File: src/rtl/vga_vram_reader_pkg.sv
//==============================================================================
// Package : vga_vram_reader_pkg
// Brief   : Shared timing constants, widths, colour codes and the cell-to-address
//           helper for the VGA video-RAM reader.
// Rev     : 1.0  initial release
//==============================================================================
`default_nettype none

package vga_vram_reader_pkg;

    // 640x480@60 Hz timing, counted in pixel periods / lines
    localparam int c_H_VISIBLE = 640;
    localparam int c_H_FRONT   = 16;
    localparam int c_H_SYNC    = 96;
    localparam int c_H_BACK    = 48;
    localparam int c_V_VISIBLE = 480;
    localparam int c_V_FRONT   = 10;
    localparam int c_V_SYNC    = 2;
    localparam int c_V_BACK    = 33;

    localparam int c_CELL_W    = 20;
    localparam int c_CELL_H    = 15;

    localparam int c_ADDR_W    = 10;
    localparam int c_COLOR_W   = 3;

    typedef logic [c_COLOR_W-1:0] color_t;

    // bit2 = R, bit1 = G, bit0 = B
    localparam color_t c_BLACK   = 3'b000;
    localparam color_t c_BLUE    = 3'b001;
    localparam color_t c_GREEN   = 3'b010;
    localparam color_t c_CYAN    = 3'b011;
    localparam color_t c_RED     = 3'b100;
    localparam color_t c_MAGENTA = 3'b101;
    localparam color_t c_YELLOW  = 3'b110;
    localparam color_t c_WHITE   = 3'b111;

    function automatic logic [c_ADDR_W-1:0] cell_addr(input logic [4:0] row,
                                                      input logic [4:0] col);
        return {row, col};
    endfunction

endpackage

`default_nettype wire

File: src/rtl/vga_sync_counter.sv
//==============================================================================
// Module : vga_sync_counter
// Brief  : Pixel enable, h/v counters, cell sub-counters, raw syncs and the
//          active flag; also exposes next-pixel cell coordinates for addressing.
// Rev    : 1.0  initial release
//==============================================================================
`default_nettype none

module vga_sync_counter
    import vga_vram_reader_pkg::*;
#(
    parameter int H_VISIBLE = c_H_VISIBLE,
    parameter int H_FRONT   = c_H_FRONT,
    parameter int H_SYNC    = c_H_SYNC,
    parameter int H_BACK    = c_H_BACK,
    parameter int V_VISIBLE = c_V_VISIBLE,
    parameter int V_FRONT   = c_V_FRONT,
    parameter int V_SYNC    = c_V_SYNC,
    parameter int V_BACK    = c_V_BACK,
    parameter int CELL_W    = c_CELL_W,
    parameter int CELL_H    = c_CELL_H
) (
    input  logic       clk,
    input  logic       rst,
    output logic       o_pix_en,
    output logic       o_origin,
    output logic       o_active,
    output logic       o_cell_edge,
    output logic       o_hsync_n,
    output logic       o_vsync_n,
    output logic [4:0] o_nxt_col,
    output logic [4:0] o_nxt_row,
    output logic       o_nxt_active
);

    localparam int         c_H_TOTAL  = H_VISIBLE + H_FRONT + H_SYNC + H_BACK;
    localparam int         c_V_TOTAL  = V_VISIBLE + V_FRONT + V_SYNC + V_BACK;
    localparam logic [9:0] c_H_LAST   = 10'(c_H_TOTAL - 1);
    localparam logic [9:0] c_V_LAST   = 10'(c_V_TOTAL - 1);
    localparam logic [9:0] c_H_VIS    = 10'(H_VISIBLE);
    localparam logic [9:0] c_V_VIS    = 10'(V_VISIBLE);
    localparam logic [9:0] c_HS_FIRST = 10'(H_VISIBLE + H_FRONT);
    localparam logic [9:0] c_HS_LAST  = 10'(H_VISIBLE + H_FRONT + H_SYNC - 1);
    localparam logic [9:0] c_VS_FIRST = 10'(V_VISIBLE + V_FRONT);
    localparam logic [9:0] c_VS_LAST  = 10'(V_VISIBLE + V_FRONT + V_SYNC - 1);
    localparam logic [4:0] c_CW_LAST  = 5'(CELL_W - 1);
    localparam logic [3:0] c_CH_LAST  = 4'(CELL_H - 1);

    logic       r_pix_en;
    logic [9:0] r_hcount;
    logic [9:0] r_vcount;
    logic [4:0] r_hsub;
    logic [3:0] r_vsub;
    logic [4:0] r_col;
    logic [4:0] r_row;

    logic       w_h_wrap;
    logic       w_v_wrap;
    logic [9:0] w_nxt_h;
    logic [9:0] w_nxt_v;
    logic [4:0] w_nxt_hsub;
    logic [3:0] w_nxt_vsub;
    logic [4:0] w_nxt_col;
    logic [4:0] w_nxt_row;

    always_comb begin
        w_h_wrap   = (r_hcount == c_H_LAST);
        w_v_wrap   = (r_vcount == c_V_LAST);
        w_nxt_h    = w_h_wrap ? 10'd0 : r_hcount + 10'd1;
        w_nxt_v    = r_vcount;
        w_nxt_hsub = r_hsub + 5'd1;
        w_nxt_col  = r_col;
        w_nxt_vsub = r_vsub;
        w_nxt_row  = r_row;

        if (w_h_wrap) begin
            w_nxt_hsub = 5'd0;
            w_nxt_col  = 5'd0;
        end else if (r_hsub == c_CW_LAST) begin
            w_nxt_hsub = 5'd0;
            w_nxt_col  = r_col + 5'd1;
        end

        // Vertical cell tracking only moves on a line wrap
        if (w_h_wrap) begin
            if (w_v_wrap) begin
                w_nxt_v    = 10'd0;
                w_nxt_vsub = 4'd0;
                w_nxt_row  = 5'd0;
            end else begin
                w_nxt_v = r_vcount + 10'd1;
                if (r_vsub == c_CH_LAST) begin
                    w_nxt_vsub = 4'd0;
                    w_nxt_row  = r_row + 5'd1;
                end else begin
                    w_nxt_vsub = r_vsub + 4'd1;
                end
            end
        end
    end

    always_ff @(posedge clk) begin
        if (rst) begin
            r_pix_en <= 1'b0;
            r_hcount <= 10'd0;
            r_vcount <= 10'd0;
            r_hsub   <= 5'd0;
            r_vsub   <= 4'd0;
            r_col    <= 5'd0;
            r_row    <= 5'd0;
        end else begin
            r_pix_en <= ~r_pix_en;
            if (r_pix_en) begin
                r_hcount <= w_nxt_h;
                r_vcount <= w_nxt_v;
                r_hsub   <= w_nxt_hsub;
                r_vsub   <= w_nxt_vsub;
                r_col    <= w_nxt_col;
                r_row    <= w_nxt_row;
            end
        end
    end

    assign o_pix_en     = r_pix_en;
    assign o_origin     = (r_hcount == 10'd0) && (r_vcount == 10'd0);
    assign o_active     = (r_hcount < c_H_VIS) && (r_vcount < c_V_VIS);
    assign o_cell_edge  = (r_hsub == 5'd0) || (r_vsub == 4'd0);
    assign o_hsync_n    = !((r_hcount >= c_HS_FIRST) && (r_hcount <= c_HS_LAST));
    assign o_vsync_n    = !((r_vcount >= c_VS_FIRST) && (r_vcount <= c_VS_LAST));
    assign o_nxt_col    = w_nxt_col;
    assign o_nxt_row    = w_nxt_row;
    assign o_nxt_active = (w_nxt_h < c_H_VIS) && (w_nxt_v < c_V_VIS);

endmodule

`default_nettype wire

File: src/rtl/vga_vram_reader.sv
//==============================================================================
// Module : vga_vram_reader
// Brief  : Reads the 32x32-cell video RAM and drives 640x480@60 VGA (3-bit RGB).
//          Optional macro VGA_GRID_OVERLAY_EN paints cell borders white.
// Rev    : 1.0  initial release
//==============================================================================
`default_nettype none

module vga_vram_reader
    import vga_vram_reader_pkg::*;
#(
    parameter int H_VISIBLE = c_H_VISIBLE,
    parameter int H_FRONT   = c_H_FRONT,
    parameter int H_SYNC    = c_H_SYNC,
    parameter int H_BACK    = c_H_BACK,
    parameter int V_VISIBLE = c_V_VISIBLE,
    parameter int V_FRONT   = c_V_FRONT,
    parameter int V_SYNC    = c_V_SYNC,
    parameter int V_BACK    = c_V_BACK,
    parameter int CELL_W    = c_CELL_W,
    parameter int CELL_H    = c_CELL_H
) (
    input  logic                 Clock,
    input  logic                 Reset,
    output logic [c_ADDR_W-1:0]  oVRAM_Address,
    input  logic [c_COLOR_W-1:0] iVRAM_Color,
    output logic                 oVGA_Red,
    output logic                 oVGA_Green,
    output logic                 oVGA_Blue,
    output logic                 oVGA_HSync,
    output logic                 oVGA_VSync,
    output logic                 oFrameStart
);

`ifdef VGA_GRID_OVERLAY_EN
    localparam bit c_GRID_OVERLAY = 1'b1;
`else
    localparam bit c_GRID_OVERLAY = 1'b0;
`endif

    logic       w_pix_en;
    logic       w_origin;
    logic       w_active;
    logic       w_cell_edge;
    logic       w_hsync_n;
    logic       w_vsync_n;
    logic [4:0] w_nxt_col;
    logic [4:0] w_nxt_row;
    logic       w_nxt_active;
    color_t     w_pix;

    logic [c_ADDR_W-1:0] r_addr;
    color_t              r_rgb;
    logic [1:0]          r_hs_pipe;
    logic [1:0]          r_vs_pipe;
    logic                r_frame_start;

    vga_sync_counter #(
        .H_VISIBLE (H_VISIBLE),
        .H_FRONT   (H_FRONT),
        .H_SYNC    (H_SYNC),
        .H_BACK    (H_BACK),
        .V_VISIBLE (V_VISIBLE),
        .V_FRONT   (V_FRONT),
        .V_SYNC    (V_SYNC),
        .V_BACK    (V_BACK),
        .CELL_W    (CELL_W),
        .CELL_H    (CELL_H)
    ) u_sync (
        .clk          (Clock),
        .rst          (Reset),
        .o_pix_en     (w_pix_en),
        .o_origin     (w_origin),
        .o_active     (w_active),
        .o_cell_edge  (w_cell_edge),
        .o_hsync_n    (w_hsync_n),
        .o_vsync_n    (w_vsync_n),
        .o_nxt_col    (w_nxt_col),
        .o_nxt_row    (w_nxt_row),
        .o_nxt_active (w_nxt_active)
    );

    always_comb begin
        w_pix = iVRAM_Color;
        if (c_GRID_OVERLAY && w_cell_edge) begin
            w_pix = c_WHITE;
        end
    end

    // The address for the upcoming pixel is launched on the same enable edge
    // that advances the counters, so RAM data is ready by the next enable edge.
    always_ff @(posedge Clock) begin
        if (Reset) begin
            r_addr        <= '0;
            r_rgb         <= c_BLACK;
            r_hs_pipe     <= 2'b11;
            r_vs_pipe     <= 2'b11;
            r_frame_start <= 1'b0;
        end else begin
            r_hs_pipe     <= {r_hs_pipe[0], w_hsync_n};
            r_vs_pipe     <= {r_vs_pipe[0], w_vsync_n};
            r_frame_start <= w_pix_en & w_origin;
            if (w_pix_en) begin
                if (w_nxt_active) begin
                    r_addr <= cell_addr(w_nxt_row, w_nxt_col);
                end
                r_rgb <= w_active ? w_pix : c_BLACK;
            end
        end
    end

    assign oVRAM_Address = r_addr;
    assign oVGA_Red      = r_rgb[2];
    assign oVGA_Green    = r_rgb[1];
    assign oVGA_Blue     = r_rgb[0];
    assign oVGA_HSync    = r_hs_pipe[1];
    assign oVGA_VSync    = r_vs_pipe[1];
    assign oFrameStart   = r_frame_start;

endmodule

`default_nettype wire

File: config.mk
export PLATFORM = sky130hd
export DESIGN_NAME = vga_vram_reader
export DESIGN_NICKNAME = d
export VERILOG_FILES = /design/src/rtl/vga_vram_reader_pkg.sv /design/src/rtl/vga_sync_counter.sv /design/src/rtl/vga_vram_reader.sv
export SDC_FILE = /design/constraint.sdc
export NUM_CORES = 1
export LEC_CHECK = 0
export ABC_AREA = 1
export CORE_MARGIN = 3
export CORE_UTILIZATION = 59
export DETAILED_ROUTE_END_ITERATION = 8
export HOLD_SLACK_MARGIN = 0.15
export PLACE_DENSITY = 0.92
export SYNTH_ARGS = -nofsm -noshare
export SYNTH_HDL_FRONTEND = slang
export SYNTH_SLANG_ARGS = --single-unit
File: constraint.sdc
create_clock -name Clock -period 2.4 [get_ports Clock]
set_clock_uncertainty 0.05 [all_clocks]
set_input_delay 0.48 -clock Clock [delete_from_list [all_inputs] [get_ports Clock]]
set_output_delay 0.48 -clock Clock [all_outputs]
set_load 0.05 [all_outputs]
==> summary.md <==
Yosys printed 0 warnings. The classification of the worst-slack hold path was flop to flop. The area of the die is 0.00613 mm^2. Count of flip-flops with a built-in enable after synthesis: 0. First-pass GRT wire length: 13,000 um.

For this design the static power due to leakage is 0.00146 uW. The master of the slowest instance on the critical path was dfxtp_1. The share of total power consumed by net switching is 24.7%. After detailed placement, the design holds a cell count of 514. The tools report the net count after synthesis as 444. The largest area contributor in the synthesized netlist was dfxtp_1. The signal on the critical path passes through ha_1 -> inv_1 -> nor2_8 -> nand3_4 -> nand3_1 -> nand2_1 -> nand2_1 -> inv_2 -> nor2_8 -> nand2_4 -> inv_6 -> nor2_2 -> nor2_2. Port buffering added 20 buffers. At the worst endpoint, the required time is 2.64 ns. Clock-pin slew was measured on the worst setup and hold paths at 0.06 ns. The final worst hold slack is 0.374 ns, and the total setup violations reported at the end of the flow is 0. Relative to the synthesized area, the layout overhead comes to 16.9%. The post-synthesis average cell area was 7.17 um^2. After synthesis, the netlist uses 36 different library cells.

The total wirelength of the detailed-routed design is 7420 um, and the global routing met1 resource utilization is 33.9%. Of the cells placed in the final design, the portion with a size suffix greater than 1 is 14.3%. Layer with the highest usage after global routing: met2. Summed over all nets, the half-perimeter wirelength after detailed placement is 5240 um. The share of synthesized registers carrying an async set or reset was 0%. The leading cell type in the layout, fill and taps excluded is nand2_1.

TritonCTS built the clock tree. The worst register-to-register path ends at oVRAM_Address[5]$_SDFFE_PP0P_. TritonCTS created 9 clock buffers. The number of antenna diodes in the final layout is 0.

The average via count per standard cell is 5.58, and the non-filler instance count after layout is 530. The detailed router placed 2,955 vias in this run. The tools report the maximum resistive drop on vdd as 0.000495 V.

For this run, the slowest stage of the critical path takes 0.38 ns. For this configuration, the core starts out at a cell density of 63.2%. The tools report the worst max-slew margin expressed relative to the limit as 64.2%. The remaining antenna violation count after routing came out at 0.

The logs give 2,818 for the via count of the first global-routing pass and 430 for the number of cells produced by synthesis. The startpoint of the most critical hold path is r_hs_pipe[0]$_SDFF_PP1_. For this design the top-level I/O count stands at 21.

Entering global routing, the biggest net connects 16 pins. By startpoint and endpoint, the worst setup path is classified as flop to flop. Counting flops and latches in the post-synthesis netlist gives 58. The run finished with clean final reports. The logs give 0.35 ns for the insertion delay of the later-clocked pin in the worst-skew pair and 0 for the number of antenna violations at the first check in global routing. The run gives 0 as the number of buffers inserted by hold repair at cts. The iteration count of the initial detailed-routing pass is 5.

The post-synth design cell area was 0.00308 mm^2. For the global-route congestion overflow total, the log shows 0. Routability-driven placement finished with a final weighted congestion of 0.879.

The tool flagged a number of max-cap violations equal to 0. The logs give 43.7% for the fraction of power consumed by sequential logic and 37.7% for the sequential area share after synthesis. Ranked by total cell area, the synthesized netlist is headed by dfxtp_1 38%, nand2_1 11%, inv_1 7.1%, nand3_1 6.7%, nor2_1 4.6%.

For hold timing, the worst endpoint is r_hs_pipe[1]$_SDFF_PP1_. STA classifies the critical path startpoint as a flop. The sum of negative setup slack is 0 ns, and the placed cell area is 0.00337 mm^2.

The total count of hold-check failures in the final report is 0. The clock period could shrink to 2.15 ns. Setup repair after global routing left no endpoint under its margin.

The final number of max-transition violations is 0. For the share of total power in combinational logic, the log shows 10.1%. Counting along the longest clock path gives a buffer depth of 2. Of the total power, the clock network draws 46.2%. The number of DRC markers in iteration 0 was 336. The cell depth of the worst flop-to-flop path was 13; the placeable core area was 0.00488 mm^2. Global routing used 43.8% of the available met2 tracks.

The tools report the H-tree depth as 3. Counting the fill cells in the layout gives 347. The endpoint class of the critical path was a flop. The die width was 78.3 um. The data arrival at the endpoint of the critical path came out at 2.38 ns.

The run gives 5.28% as the met3 track demand over resource in global routing. The cell-internal power was 1730 uW. The run gives 58 as the total number of clock tree sinks. The worst register-to-register path begins at u_sync.r_hcount[1]$_SDFFE_PP0P_.

For the pin with the worst max-slew slack, the measured transition is 0.535 ns. In the layout the commonest cells are 90 x nand2_1, 58 x inv_1, 58 x dfxtp_1, 41 x nand3_1, 38 x nor2_1. Power spread over the standard cell area amounts to 638 mW/mm^2. The final net count was 472; the vertical die dimension was 78.3 um.

The dominant synthesized flop cell was dfxtp_1. Summing all multi-input logic gate instances after layout gives 0.00165 mm^2. The sequential standard cell area was 0.00116 mm^2; the highest attainable clock frequency was 466 MHz. Row generation in the floorplan step produced 25 rows.

The clock root buffer is clkbuf_8. The finished cells cover 0.00360 mm^2. Of all nets on the critical path, the largest fanout is 15.

The DRC violation count after routing was 0; the final clock period utilization by the worst path was 89.4%. The logs give 0 for the count of buffers added by post-CTS timing repair for setup and 26.7% for the global routing usage summed across all routing layers. The worst hold path depth is 1, and the routed wirelength normalized by instance count is 14.0 um. The fraction of synthesized cell area taken by the top area cell type was 37.7%; the switching component of the power was 568 uW. In this run, post-CTS repair resized a total of 0 instances.

For flop-to-flop paths, the worst setup slack is 0.25 ns.
worst max path at each step:
stage	start	to	slack, ns
5_1_grt	u_sync.r_vcount[0]$_SDFFE_PP0P_	oVRAM_Address[1]$_SDFFE_PP0P_	0.08
2_1_floorplan	u_sync.r_hcount[0]$_SDFFE_PP0P_	oVRAM_Address[0]$_SDFFE_PP0P_	0.59
3_5_place_dp	Reset	u_sync.r_hcount[8]$_SDFFE_PP0P_	0.25
3_3_place_gp	Reset	u_sync.r_col[3]$_SDFFE_PP0P_	0.34
4_1_cts	u_sync.r_vcount[1]$_SDFFE_PP0P_	oVRAM_Address[5]$_SDFFE_PP0P_	0.29
6_report	u_sync.r_hcount[1]$_SDFFE_PP0P_	oVRAM_Address[5]$_SDFFE_PP0P_	0.25
power groups by stage:
stage	registers, uW	clock network, uW	logic [uW]
floorplan	1080	0	99.9
global placement	1030	0	226
detailed placement	1030	0	231
CTS	1010	1070	232
global route	1010	1120	253
finish	1010	1060	232
critical path, delay by kind of cell (launching register included):
| family | cells | cell delay, ns |
|---|---|---|
| flops | 1 | 0.38 |
| fa+ha+maj | 1 | 0.19 |
| simple gates | 9 | 1.17 |
| buf+inv | 3 | 0.28 |
state kept, by name, summed over array words and instances (netlist names):
register         count
r_rgb                3
u_sync.r_vsub        4
u_sync.r_row         5
r_vs_pipe            2
u_sync.r_vcount     10
u_sync.r_col         5
u_sync.r_hsub        5
oVRAM_Address       10
u_sync.r_hcount     10
r_hs_pipe            2
u_sync.o_pix_en      1
oFrameStart          1
cells in the mapped netlist (2+ instances only):
master and number:
nand2_1 90, dfxtp_1 58, inv_1 58, nand3_1 41, nor2_1 38, o21ai_0 22
nor2_2 21, o22ai_1 15, nand4_1 10, ha_1 9, a21oi_1 8, clkbuf_1 7
nand2_2 6, nor3_1 6, xor2_1 6, nor2_4 4, a211oi_1 3, o21ai_2 3
inv_2 2, nand2_4 2, nor2_8 2, nor4_1 2, o211ai_1 2, o32ai_1 2
or2_2 2
metal layers:
| metal | vias up | share of wire, % |
|---|---|---|
| met4 | 0 | 2.7 |
| met3 | 23 | 6.7 |
| met2 | 127 | 48 |
| met1 | 1343 | 43 |
| li1 | 1462 | - |
| met5 | - | 0 |
layout make-up:
type	count	share of cell area, %
clock inverters	4	2.01
clock buffers	12	4.58
well taps	67	2.33
flip-flops and latches	58	32.2
inverters	62	6.60
repair buffers	25	6.60
multi-input cells	302	45.7
metrics by stage:
stage | util [%] | setup slack (ns) | total power [uW]
final | 73.8 | 0.254 | 2300
after global routing | 73.8 | 0.0765 | 2380
after CTS | 73.8 | 0.289 | 2300
after detailed placement | 69.0 | 0.254 | 1260
after global placement | 69.0 | 0.340 | 1250
after floorplan | - | 0.586 | 1180
kinds of logic after synthesis:
kind of cell | synth area share [%]
compound gates | 11.6
xor+xnor | 1.71
fa+ha+maj | 3.65
buf+inv | 8.93
flops | 37.7
simple gates | 36.4
Note: power is estimated with default switching activity, not from simulation.
